## config.mk

```make
export PLATFORM = sky130hd
export DESIGN_NAME = mux4_scan_ctrl
export DESIGN_NICKNAME = d
export VERILOG_FILES = /design/src/rtl/mux_scan_pkg.sv /design/src/rtl/settle_timer.sv /design/src/rtl/mux4_scan_ctrl.sv
export SDC_FILE = /design/constraint.sdc
export NUM_CORES = 1
export LEC_CHECK = 0
export CORE_MARGIN = 2
export CORE_UTILIZATION = 50
export DETAILED_ROUTE_END_ITERATION = 10
export GPL_ROUTABILITY_DRIVEN = 1
export PLACE_DENSITY = 0.75
export SLEW_MARGIN = 40
export SYNTH_ARGS = -nofsm -noshare
export SYNTH_HDL_FRONTEND = slang
export SYNTH_HIERARCHICAL = 1
export SYNTH_SLANG_ARGS = --single-unit
```

## constraint.sdc

```tcl
create_clock -name clk -period 2.25 [get_ports clk]
set_input_delay 0.675 -clock clk [delete_from_list [all_inputs] [get_ports clk]]
set_output_delay 0.675 -clock clk [all_outputs]
set_load 0.01 [all_outputs]
```

## src/rtl/mux_scan_pkg.sv

```systemverilog
// Shared types for the 4:1 mux scan controller.
// State encoding, select and settle-count widths.
package mux_scan_pkg;

  localparam int SEL_W = 2;
  localparam int CNT_W = 4;

  typedef logic [SEL_W-1:0] sel_t;
  typedef logic [CNT_W-1:0] cnt_t;

  localparam sel_t LAST_CH = 2'd3;

  typedef enum logic [1:0] {
    IDLE   = 2'd0,
    SETTLE = 2'd1,
    SAMPLE = 2'd2,
    DONE   = 2'd3
  } state_t;

endpackage

```

## src/rtl/settle_timer.sv

```systemverilog
// Settle-cycle down counter: load, decrement, zero flag.
// last flags that the next decrement reaches zero.
module settle_timer
  import mux_scan_pkg::*;
(
  input  logic clk,
  input  logic rst,
  input  logic load,
  input  logic dec,
  input  cnt_t init,
  output logic zero,
  output logic last
);

  cnt_t cnt_q;

  always_ff @(posedge clk or posedge rst) begin
    if (rst) begin
      cnt_q <= '0;
    end else if (load) begin
      cnt_q <= init;
    end else if (dec) begin
      cnt_q <= cnt_q - 1'b1;
    end
  end

  assign zero = (cnt_q == '0);
  assign last = (cnt_q == cnt_t'(1));

endmodule

```

## src/rtl/mux4_scan_ctrl.sv

```systemverilog
// Scans a downstream 4:1 mux channel by channel and
// presents the captured word through a valid/ready handshake.
module mux4_scan_ctrl
  import mux_scan_pkg::*;
#(
  parameter int SETTLE_CYC = 1
) (
  input  logic       clk,
  input  logic       rst,
  input  logic       start,
  input  logic       cont,
  input  logic       mux_out,
  output logic       s0,
  output logic       s1,
  output logic [3:0] data,
  output logic       valid,
  input  logic       ready,
  output logic       busy
);

  state_t     state_q;
  state_t     state_d;
  sel_t       sel_q;
  logic [3:0] shadow_q;
  logic [3:0] data_q;
  logic       valid_q;

  logic tmr_load;
  logic tmr_dec;
  logic tmr_zero;
  logic tmr_last;

  logic st_idle;
  logic st_settle;
  logic st_sample;
  logic st_done;
  logic last_ch;

  assign st_idle   = (state_q == IDLE);
  assign st_settle = (state_q == SETTLE);
  assign st_sample = (state_q == SAMPLE);
  assign st_done   = (state_q == DONE);
  assign last_ch   = (sel_q == LAST_CH);

  settle_timer u_timer (
    .clk  (clk),
    .rst  (rst),
    .load (tmr_load),
    .dec  (tmr_dec),
    .init (cnt_t'(SETTLE_CYC)),
    .zero (tmr_zero),
    .last (tmr_last)
  );

  always_ff @(posedge clk or posedge rst) begin
    if (rst) begin
      state_q <= IDLE;
    end else begin
      state_q <= state_d;
    end
  end

  always_comb begin
    state_d = state_q;
    unique case (state_q)
      IDLE: begin
        if (start) state_d = SETTLE;
      end
      SETTLE: begin
        if (tmr_last) state_d = SAMPLE;
      end
      SAMPLE: begin
        state_d = last_ch ? DONE : SETTLE;
      end
      DONE: begin
        if (ready) state_d = cont ? SETTLE : IDLE;
      end
      default: state_d = IDLE;
    endcase
  end

  always_comb begin
    tmr_load = 1'b0;
    tmr_dec  = 1'b0;
    busy     = 1'b1;
    unique case (1'b1)
      st_idle: begin
        tmr_load = start;
        busy     = 1'b0;
      end
      st_settle: begin
        tmr_dec = !tmr_zero;
      end
      st_sample: begin
        tmr_load = !last_ch;
      end
      st_done: begin
        tmr_load = ready && cont;
      end
      default: begin
        busy = 1'b1;
      end
    endcase
  end

  // Select and capture registers follow the state register.
  always_ff @(posedge clk or posedge rst) begin
    if (rst) begin
      sel_q    <= '0;
      shadow_q <= '0;
      data_q   <= '0;
      valid_q  <= 1'b0;
    end else begin
      unique case (state_q)
        SAMPLE: begin
          shadow_q[sel_q] <= mux_out;
          if (last_ch) begin
            data_q  <= {mux_out, shadow_q[2:0]};
            valid_q <= 1'b1;
          end else begin
            sel_q <= sel_q + 1'b1;
          end
        end
        DONE: begin
          if (ready) begin
            valid_q <= 1'b0;
            sel_q   <= '0;
          end
        end
        default: begin
          valid_q <= valid_q;
        end
      endcase
    end
  end

  assign s0    = sel_q[0];
  assign s1    = sel_q[1];
  assign data  = data_q;
  assign valid = valid_q;

endmodule
```

# Yosys cells after proc, flatten, opt, wreduce, memory -nomap -nowiden
# Index checks and enable logic that the tools add are counted.
[classes]
addsub = 2
order_cmp = 2
n_eq_ne = 10
muxes = 20
n_reduce_logical = 12
[ops]
columns = ["cell", "count"]
rows = [
  ["2-bit two-way mux", 6],
  ["3-bit AND reduction", 3],
  ["4-bit two-way mux", 2],
  ["2-bit != test, second input constant", 4],
  ["2-bit case mux with 4 select lines", 1],
  ["2-bit equality test, second input constant", 3],
  ["1-bit two-way mux", 6],
  ["4-bit bitwise mux", 1],
  ["4-bit by 1-bit equality test with 1-bit output, second input constant", 1],
  ["4-bit zero test", 1],
  ["2-bit case mux with 2 select lines", 1],
  ["2-bit nonzero test", 2],
  ["4-bit by 1-bit subtractor with 4-bit output, second input constant", 1],
  ["2-bit by 3-bit less-than comparator with 1-bit output, second input constant", 1],
  ["1-bit case mux with 3 select lines", 1],
  ["2-bit by 1-bit adder with 2-bit output, second input constant", 1],
  ["1-bit demux with 2-bit select", 1],
  ["2-bit by 1-bit equality test with 1-bit output, second input constant", 1],
  ["2-bit by 1-bit >= comparator with 1-bit output, second input constant", 1],
  ["1-bit logical AND", 2],
  ["1-bit zero test", 2],
  ["2-bit zero test", 1],
  ["2-bit by 1-bit != test with 1-bit output, second input constant", 1],
  ["1-bit case mux with 2 select lines", 1],
  ["2-bit AND reduction", 1],
]
[word_totals]
register_bits = 17
inputBits = 6
out_inout_bits = 8
elab_cells = 52

# Longest topological paths before layout
[logic_depth]
word_depth = 5
ltp_mapped = 7
mapped_depth_nobuf = 7

# Hierarchy
# The synthesis kept the hierarchy.
[by_module_without_submodules]
columns = ["module", "n_inst", "cells_per_inst", "area_per_inst_um2", "seq_area_each_um2"]
rows = [
  ["mux4_scan_ctrl", 1, 61, 658.1, 300.3],
  ["settle_timer", 1, 25, 251.5, 100.1],
]

# Worst setup path after synthesis
# No wires, ideal clock.
[synth_path]
path_type = "reg-to-reg"
start = "reg u_timer.cnt_q[0]"
end = "reg u_timer.cnt_q[3]"
setup_ns = 0.125
arrival_time_ns = 1.751
t_required_ns = 2.125
setup_slack_ns = 0.375
stages_incl_launch_ff = 8
path_buffers = 0
period_less_slack_ns = 1.875
path_cell_list = "dfrtp_1 inv_1 ha_1 nor3b_1 nor3_1 nor4b_4 xor2_1 mux2_2"
[synth_via]
elab_chain_len = 4
elab_cells_between_ends = 7
classes_between = "1 x add/sub; 3 x mux; 3 x reduce/logical"
[synth_rtl]
columns = ["element", "line", "rtl"]
rows = [
  ["start: declaration", "settle_timer.sv:15", "cnt_t cnt_q;"],
  ["start signal: assignment", "settle_timer.sv:21", "cnt_q <= init;"],
  ["start signal: assignment", "settle_timer.sv:23", "cnt_q <= cnt_q - 1'b1;"],
  ["4-bit zero test", "settle_timer.sv:27", "assign zero = (cnt_q == '0);"],
  ["net tmr_zero", "mux4_scan_ctrl.sv:30", "logic tmr_zero;"],
  ["1-bit zero test", "mux4_scan_ctrl.sv:92", "tmr_dec = !tmr_zero;"],
  ["1-bit two-way mux", "mux4_scan_ctrl.sv:86", "unique case (1'b1)"],
  ["net tmr_dec", "mux4_scan_ctrl.sv:29", "logic tmr_dec;"],
  ["2-bit nonzero test (no source line)", "-", ""],
]
# The timed path passes the listed nets, and every way through them passes these cells. The select of a mux whose other input is x is not followed.
# A chain may end at the register's enable or synchronous reset.

# Worst setup path after layout
[layout_path]
start = "reg state_q[1]"
end = "out busy"
[layout_via]
elab_chain_len = 2
[layout_rtl]
columns = ["element", "line", "rtl"]
rows = [
  ["start: declaration", "mux4_scan_ctrl.sv:21", "state_t state_q;"],
  ["start signal: assignment", "mux4_scan_ctrl.sv:59", "state_q <= state_d;"],
  ["2-bit zero test", "mux4_scan_ctrl.sv:39", "assign st_idle = (state_q == IDLE);"],
  ["1-bit two-way mux", "mux4_scan_ctrl.sv:86", ""],
  ["end: declaration", "mux4_scan_ctrl.sv:18", "output logic busy"],
]
# No other way between the ends.

==> impl_metrics.env <==
export IMPL_p_int_uw=911
export IMPL_grt_pass1_wl_um=2460
export IMPL_fmax_ghz=0.471
export IMPL_startpoint_type="register"
export IMPL_fin_setup_tns_ns=0
export IMPL_core_area_um2=1730
export IMPL_die_y_um=46.7
export IMPL_dieArea_um2=2180
export IMPL_leakagePower_nw=0.526
export IMPL_arrival_ns=1.45
export IMPL_antenna_found_initial=0
export IMPL_dp_cells=128
export IMPL_total_power_mw=1.44
export IMPL_pwr_share_clk=0.131
export IMPL_p_sw_uw=527
export IMPL_hold_buffers=0
export IMPL_cts_resized=0
export IMPL_drv_slew=0
export IMPL_period_share=0.943
export IMPL_end_kind="output pin"
export IMPL_cts_tree="done"
export IMPL_p_seq_frac=0.371
export IMPL_whs_ns=0.510
export IMPL_diodes=0
export IMPL_clkSinkCount=16
export IMPL_dr_pass1_iters=6
export IMPL_clock_path_buffers=2
export IMPL_syn2layout_area_growth_pct=24.5
export IMPL_ys_seq_area_frac=0.440
export IMPL_start_util=0.527
export IMPL_final_cells=132
export IMPL_grt_usage=0.163
export IMPL_fin_skew_ns=0.00220
export IMPL_cp_max_fo=2
export IMPL_drc_errors=0
export IMPL_hold_path_class="register to register"
export IMPL_worst_slack_ns=0.128
export IMPL_placed_area_um2=1100
export IMPL_dp_slack_ns=0.305
export IMPL_period_needed_ns=2.12
export IMPL_gp_congestion=0.719
export IMPL_status="completed"
export IMPL_p_sw_frac=0.367
export IMPL_wire_per_inst_um=11.8
export IMPL_viasPerCell=5.06
export IMPL_grt_max_degree=13
export IMPL_synth_area_per_cell_um2=10.6
export IMPL_cts_buffers=3
export IMPL_syn_area_um2=910
export IMPL_ys_types=29
export IMPL_synth_cells=86
export IMPL_ir_drop_uv=719
export IMPL_layout_drive_gt1_share=0.168
export IMPL_path_class="register to output pin"
export IMPL_io_pins=14
export IMPL_grt_pass1_vias=630
export IMPL_rows=15
export IMPL_layout_common_cells="dfrtp_1 (16), clkdlybuf4s50_1 (13), nand2_1 (12)"
export IMPL_utilization=0.656
export IMPL_drt_iter0_drc=11
export IMPL_hold_viol=0
export IMPL_num_vias=668
export IMPL_dieWidth_um=46.7
export IMPL_synth_main_ff_cell="dfrtp_1"
export IMPL_grt_ovfl_total=0
export IMPL_clk_pin_slew_ns=0.09
export IMPL_ys_warnings_count=6
export IMPL_comb_power_share=0.498
export IMPL_required_ns=1.57
export IMPL_cts_root_buf="clkbuf_4"
export IMPL_final_area_um2=1130
export IMPL_maxCapViolations=0
export IMPL_drt_total_wl_um=1560
export IMPL_port_buffers=13
export IMPL_final_common_cell="dfrtp_1"
export IMPL_synth_seq_cells=16
export IMPL_final_net_count=120
export IMPL_synth_edf_count=0
export IMPL_ant_nets=0
export IMPL_post_cts_buffers=0
export IMPL_rsz0062_at_grt="false"
export IMPL_cts_htree_levels=1
export IMPL_finalSetupViolations=0
export IMPL_num_fill_cells=153
export IMPL_async_flop_share=1.00
export IMPL_clk_latency_ns=0.28
export IMPL_powerDensity_nw_per_um2=1270
export IMPL_hpwlAfterDp_um=1210
-- sequential cells by signal, indices dropped and copies added, names as in the netlist --
name and flops:
state_q 2, sel_q 2, u_timer/cnt_q 4, shadow_q 3
valid 1, data 4
-- power by group through the flow --
stage	clock network [mW]	registers [mW]	logic, mW
after floorplan	0	0.549	0.432
after global placement	0	0.530	0.685
after detailed placement	0	0.540	0.714
after CTS	0.194	0.534	0.719
after global routing	0.208	0.550	0.797
final	0.188	0.534	0.716
-- cell families (layout without fill, tap and decap cells) --
group           after synthesis  after routing  share of synthesized area
compound gates               17             17                      0.106
simple gates                 24             24                      0.165
mux                           9              9                      0.127
xor+xnor                      3              3                     0.0289
fa+ha+maj                     6              6                     0.0825
buf+inv                       9             28                     0.0426
flops                        16             16                      0.440
other cells                   2              4                    0.00826
-- cells in the mapped netlist (2+ instances only) --
master	count	area share
mux2_4	4	0.066
mux2_1	3	0.037
inv_1	6	0.025
nand2_1	12	0.050
conb_1	2	0.0083
dfrtp_1	16	0.44
o2bb2ai_1	2	0.019
nor2b_1	3	0.021
nor3b_1	2	0.017
ha_1	6	0.083
o21ai_0	10	0.055
a21oi_1	2	0.011
xor2_1	2	0.019
-- per-layer routing --
metal / share of wire / global-route usage / routed length [um]
met5: 0 / 0 / 0
met4: 0.0083 / 0.0667 / 13
met3: 0.047 / 0.0353 / 74
met2: 0.52 / 0.289 / 806
met1: 0.43 / 0.187 / 670
-- path summary, 6_finish.rpt --
path,from,end,slack [ns],cells after the start
worst max-delay path,state_q[1],busy,0.13,2
worst min-delay path,shadow_q[1],shadow_q[1],0.51,1
worst max register to register,u_timer/cnt_q[0],u_timer/cnt_q[3],0.43,7
worst min register to register,shadow_q[1],shadow_q[1],0.51,1
max in group asynchronous,rst,shadow_q[2],1.20,2
min in group asynchronous,rst,u_timer/cnt_q[3],0.59,2
-- final cells by class --
| type | instances | area (um2) | area share |
|---|---|---|---|
| clock buffer | 4 | 36.3 | 0.0320 |
| inverter | 7 | 26.3 | 0.0232 |
| multi-input combinational | 63 | 478 | 0.422 |
| sequential | 16 | 400 | 0.354 |
| tap | 25 | 31.3 | 0.0276 |
| timing repair buffer | 17 | 160 | 0.141 |
-- worst max-delay path, cell delays in order (launching register included) --
cell and delay (ns):
dfrtp_1 0.39, or2_2 0.30, clkdlybuf4s50_1 0.48
Power figures use the tool's default switching activity.
